### config.mk
export PLATFORM = sky130hd
export DESIGN_NAME = spi_master
export DESIGN_NICKNAME = d
export VERILOG_FILES = /design/src/rtl/spi_master.sv
export SDC_FILE = /design/constraint.sdc
export NUM_CORES = 1
export LEC_CHECK = 0
export ABC_AREA = 1
export BUFFER_PORTS_ARGS = -buffer_cell sky130_fd_sc_hd__buf_2
export CORE_AREA = 2 2 83 85
export CTS_BUF_LIST = sky130_fd_sc_hd__clkbuf_4
export DETAILED_ROUTE_END_ITERATION = 12
export DIE_AREA = 0 0 85 87
export REMOVE_ABC_BUFFERS = 1
export SYNTH_ARGS = -nofsm -noshare
export SYNTH_HDL_FRONTEND = slang
export SYNTH_SLANG_ARGS = --single-unit
### constraint.sdc
create_clock -name clk -period 1.9 [get_ports clk]
set_clock_uncertainty 0.15 [all_clocks]
set_input_delay 0.38 -clock clk [delete_from_list [all_inputs] [get_ports clk]]
set_output_delay 0.38 -clock clk [all_outputs]
set_load 0.03 [all_outputs]
### src/rtl/spi_master.sv
// spi_master: mode-0 SPI initiator for a {addr[6:0], rw, data[7:0]} frame, MSB first.
// Define SPI_MASTER_MISO_SYNC_EN to add a 2-flop miso synchroniser (needs CLK_DIV >= 3).
module spi_master #(
    parameter int unsigned CLK_DIV = 4
) (
    input  logic       clk,
    input  logic       reset,
    input  logic       start,
    input  logic       rw,
    input  logic [6:0] addr,
    input  logic [7:0] wdata,
    output logic       busy,
    output logic       done,
    output logic [7:0] rdata,
    output logic       sclk,
    output logic       cs,
    output logic       mosi,
    input  logic       miso
);
    localparam int unsigned CNT_W = (CLK_DIV > 2) ? $clog2(CLK_DIV) : 1;
    localparam logic [CNT_W-1:0] CNT_MAX = CNT_W'(CLK_DIV - 1);

    typedef enum logic [2:0] {IDLE, SETUP, SHIFT, HOLD, GAP} state_e;

    state_e           state_q, state_d;
    logic [CNT_W-1:0] cnt_q, cnt_d;
    logic [3:0]       bit_q, bit_d;
    logic [14:0]      tx_q, tx_d;
    logic             rd_q, rd_d;
    logic [7:0]       rx_q, rx_d;
    logic [7:0]       rdata_q, rdata_d;
    logic             sclk_q, sclk_d;
    logic             cs_q, cs_d;
    logic             mosi_q, mosi_d;
    logic             busy_q, busy_d;
    logic             done_q, done_d;
    logic             cap_c, cap_fire, cap_bit;

    // Rising sclk edge of a data-phase bit (bits 8..15)
    assign cap_c = (state_q == SHIFT) && (cnt_q == '0) && !sclk_q && bit_q[3];

`ifdef SPI_MASTER_MISO_SYNC_EN
    logic miso_s1_q, miso_s2_q, cap_p1_q, cap_p2_q;

    // Capture strobe is delayed to line up with the synchronised miso
    always_ff @(posedge clk or posedge reset) begin
        if (reset) begin
            miso_s1_q <= 1'b0;
            miso_s2_q <= 1'b0;
            cap_p1_q  <= 1'b0;
            cap_p2_q  <= 1'b0;
        end else begin
            miso_s1_q <= miso;
            miso_s2_q <= miso_s1_q;
            cap_p1_q  <= cap_c;
            cap_p2_q  <= cap_p1_q;
        end
    end

    assign cap_fire = cap_p2_q;
    assign cap_bit  = miso_s2_q;
`else
    assign cap_fire = cap_c;
    assign cap_bit  = miso;
`endif

    always_ff @(posedge clk or posedge reset) begin
        if (reset) begin
            state_q <= IDLE;
            cnt_q   <= '0;
            bit_q   <= '0;
            tx_q    <= '0;
            rd_q    <= 1'b0;
            rx_q    <= '0;
            rdata_q <= '0;
            sclk_q  <= 1'b0;
            cs_q    <= 1'b1;
            mosi_q  <= 1'b0;
            busy_q  <= 1'b0;
            done_q  <= 1'b0;
        end else begin
            state_q <= state_d;
            cnt_q   <= cnt_d;
            bit_q   <= bit_d;
            tx_q    <= tx_d;
            rd_q    <= rd_d;
            rx_q    <= rx_d;
            rdata_q <= rdata_d;
            sclk_q  <= sclk_d;
            cs_q    <= cs_d;
            mosi_q  <= mosi_d;
            busy_q  <= busy_d;
            done_q  <= done_d;
        end
    end

    always_comb begin
        state_d = state_q;
        cnt_d   = cnt_q;
        bit_d   = bit_q;
        tx_d    = tx_q;
        rd_d    = rd_q;
        rx_d    = rx_q;
        rdata_d = rdata_q;
        sclk_d  = sclk_q;
        cs_d    = cs_q;
        mosi_d  = mosi_q;
        busy_d  = busy_q;
        done_d  = 1'b0;

        if (cap_fire) begin
            rx_d = {rx_q[6:0], cap_bit};
        end

        case (state_q)
            IDLE: begin
                if (start) begin
                    // addr[6] goes straight to mosi; the rest waits in tx_q
                    tx_d    = {addr[5:0], rw, rw ? 8'h00 : wdata};
                    rd_d    = rw;
                    mosi_d  = addr[6];
                    cs_d    = 1'b0;
                    busy_d  = 1'b1;
                    cnt_d   = CNT_MAX;
                    state_d = SETUP;
                end
            end
            SETUP: begin
                if (cnt_q == '0) begin
                    sclk_d  = 1'b1;
                    bit_d   = '0;
                    cnt_d   = CNT_MAX;
                    state_d = SHIFT;
                end else begin
                    cnt_d = cnt_q - 1'b1;
                end
            end
            SHIFT: begin
                if (cnt_q == '0) begin
                    cnt_d = CNT_MAX;
                    if (sclk_q) begin
                        sclk_d = 1'b0;
                        mosi_d = tx_q[14];
                        tx_d   = {tx_q[13:0], 1'b0};
                        if (bit_q == 4'd15) begin
                            state_d = HOLD;
                        end else begin
                            bit_d = bit_q + 4'd1;
                        end
                    end else begin
                        sclk_d = 1'b1;
                    end
                end else begin
                    cnt_d = cnt_q - 1'b1;
                end
            end
            HOLD: begin
                if (cnt_q == '0) begin
                    cs_d    = 1'b1;
                    mosi_d  = 1'b0;
                    done_d  = 1'b1;
                    cnt_d   = CNT_MAX;
                    state_d = GAP;
                    if (rd_q) begin
                        rdata_d = rx_q;
                    end
                end else begin
                    cnt_d = cnt_q - 1'b1;
                end
            end
            GAP: begin
                if (cnt_q == '0) begin
                    busy_d  = 1'b0;
                    state_d = IDLE;
                end else begin
                    cnt_d = cnt_q - 1'b1;
                end
            end
            default: begin
                state_d = IDLE;
            end
        endcase
    end

    assign busy  = busy_q;
    assign done  = done_q;
    assign rdata = rdata_q;
    assign sclk  = sclk_q;
    assign cs    = cs_q;
    assign mosi  = mosi_q;

endmodule

==> flow_metrics.tcl <==
set metrics [dict create \
    outcome "complete, no violations" \
    wirelength_mm 4.249 \
    p_leak_nw 1.348 \
    dr.first_iter.drc_count 134 \
    crit_chain "inv_1 -> ha_1 -> inv_2 -> nor2_4 -> nor2_2 -> nor2_4 -> inv_1 -> nand2_1 -> nand2_1" \
    multi_input_area_um2 880.8 \
    slew_violations 0 \
    synth-seq-area-share 0.5154 \
    post-route-period-util 0.8991 \
    antenna_found_initial 0 \
    fin_tns_setup_ns 0 \
    period_minus_slack_ns 1.708 \
    layout-drive-gt1-share 0.1962 \
    postCtsSetupBuffers 0 \
    grt-ovfl-total 0 \
    ys_ff_latch 46 \
    critical_path_class "reg2reg" \
    clkLatencyLatePin_ns 0.37 \
    grt_max_degree 47 \
    clock-sinks 46 \
    slowest_delay_ns 0.39 \
    place_inst 387 \
    area_growth_syn_to_layout_pct 13.43 \
    grt_usage 0.1284 \
    htree_levels 2 \
    initial_core_util 0.3404 \
    root_buffer "clkbuf_4" \
    synth_compound_area_frac 0.1002 \
    setup_viol 0 \
    syn_area_um2 2236 \
    synth_top_cell_by_area "dfrtp_1" \
    powerDensity_nw_per_um2 1277 \
    total_power_w 0.003239 \
    port_buffers 32 \
    grt_pass1_wl_mm 7.610 \
    rsz0062_at_grt "false" \
    worstMarginPinSlew_ns 0.3385 \
    synth_area_per_cell_um2 8.043 \
    rows 30 \
    first_pass_iters 5 \
    crit_fanout 8 \
    timing.fmax_ghz 0.5854 \
    crit_path_start_kind "flip-flop" \
    max_slew_margin 0.7743 \
    n_antenna_cell 0 \
    clock_path_buffers 2 \
    placed_area_um2 2467 \
    antenna_left 0 \
    fin_util 0.3861 \
    max_cap_violations 0 \
    synth_cell_type_count 26 \
    yosys_warnings 0 \
    syn_inst 278 \
    fp.dieW_um 85 \
    first_global_vias 1767 \
    gp_congestion 0.8170 \
    muxShareOfSynthArea 0 \
    hold_violations 0 \
    viasPerCell 4.540 \
    dp_hpwl_mm 3.064 \
    num_io_pins 33 \
    drc_errors 0 \
    irDropWorstVdd_v 0.0005797 \
    fill_cells 694 \
    crit_family "simple AND/OR/NAND/NOR gates" \
    yosys.area_share.simple 0.2787 \
    num-nets-final 337 \
    endpoint_kind "flip-flop" \
    fin_area_um2 2536 \
    synth.area.top_cells "dfrtp_1, nand2_1, o21ai_0" \
    routedWlPerCell_um 10.73 \
    synthAdderAreaFrac 0.01119 \
    synth-xor-area-share 0.003917 \
    vias 1798 \
    path_buf_inv 3 \
    synth_top_family_by_area "simple AND/OR/NAND/NOR gates" \
    hold_class "in2reg" \
    cp.required_ns 2.03 \
    fp.dieH_um 87 \
    cp_slowest_cell "dfrtp_1" \
    dieArea_um2 7395 \
    numCtsBuffers 5 \
    clk_pin_slew_ns 0.14 \
    core-area_um2 6569 \
    synth.top_cell.area_share 0.5036 \
    seqCellArea_um2 1152 \
    cts_tree "built" \
    layout.cells.non_filler 396 \
    crit_arrival_ns 1.84 \
]
-- flip-flops by register name, indices dropped and copies added, names as in the netlist --
register / cells
tx_q: 15
rdata: 8
rx_q: 8
bit_q: 4
state_q: 3
cnt_q: 2
busy: 1
cs: 1
done: 1
mosi: 1
rd_q: 1
sclk: 1
-- power breakdown --
| group | total (W) | leakage, nW | internal [W] | switching (W) |
|---|---|---|---|---|
| sequential | 0.00138 | 0.597 | 0.00123 | 0.000145 |
| combinational | 0.00139 | 0.719 | 0.000468 | 0.000919 |
| clock | 0.000473 | 0.0312 | 0.000144 | 0.000329 |
| total | 0.00324 | 1.35 | 0.00185 | 0.00139 |
-- cell families after synthesis --
| group | Yosys count |
|---|---|
| buffers and inverters | 41 |
| AND/OR/NAND/NOR | 145 |
| XOR/XNOR | 1 |
| AO/OA/AOI/OAI | 43 |
| flip-flops | 46 |
| adder cells (fa/ha/maj) | 2 |
-- worst register-to-register path, cell delays in order (launching register included) --
cell and delay (ns):
dfrtp_1 0.39, inv_1 0.08, ha_1 0.26, inv_2 0.13, nor2_4 0.17, nor2_2 0.06
nor2_4 0.09, inv_1 0.14, nand2_1 0.10, nand2_1 0.05
-- cells in the mapped netlist --
library cell and instances:
nand2_1 107, nor2_1 12, nor2_2 2, a21oi_1 3, nand2_2 2, o21ai_1 10
or2_2 2, nor2_4 3, xor2_1 1, dfrtp_1 45, nand4_1 1, inv_1 30
a21o_1 1, dfstp_2 1, nand3_4 1, inv_2 3, o21ai_2 1, nand3_1 13
buf_6 6, clkbuf_1 1, o21bai_1 1, ha_1 2, buf_4 1, nand2_4 1
o21ai_0 27, nor3_1 1
-- metrics by stage --
step                setup WS [ns]  hold WS [ns]
finish                     0.1918        0.1124
global route             0.002494        0.1024
CTS                        0.1094        0.1142
detailed placement         0.1249        0.2929
global placement           0.2039        0.2912
floorplan                 0.04957        0.2922
-- path summary, 6_finish.rpt --
check,start,end,slack [ns],depth (start not counted)
max,cnt_q[1],tx_q[2],0.19,9
min,miso,rx_q[0],0.11,3
max reg2reg,cnt_q[1],tx_q[2],0.19,9
min reg2reg,cs,cs,0.33,2
max in group asynchronous,reset,cs,0.90,4
min in group asynchronous,reset,tx_q[11],0.41,4
-- cell usage in the layout, fill, tap and decap left out, drive strengths merged --
cell type    Yosys  final
or2              2      2
a21oi            3      3
dfrtp           45     45
o21bai           1      1
nand2          110    110
clkinv           0      3
xor2             1      1
dfstp            1      1
nor3             1      1
o21ai           38     38
clkbuf           1      5
a21o             1      1
ha               2      2
nand3           14     14
clkinvlp         0      1
inv             33     32
nor2            17     17
dlygate4sd3      0      1
nand4            1      1
buf              7     37
-- layout make-up --
class,instances,share of cell area
Multi-Input combinational cell,191,0.3473
Clock buffer,5,0.01480
Inverter,33,0.04884
Timing Repair Buffer,38,0.08683
Clock inverter,3,0.008387
Sequential cell,46,0.4544
Tap cell,80,0.03947
-- what timing repair did --
action | in CTS | in global routing
endpoints found under the setup margin | 0 | 23
hold endpoints to repair | 45 | 0
hold buffers | 1 | 0
resized for setup | 0 | 1
-- per-layer routing --
metal / GRT usage / routed length [µm] / vias up
met4: 0.05916 / 68 / 0
met5: 0 / 0 / -
met3: 0.03033 / 248 / 8
met1: 0.1611 / 2011 / 804
li1: - / - / 941
met2: 0.2102 / 1921 / 45
Power figures use the tool's default switching activity.
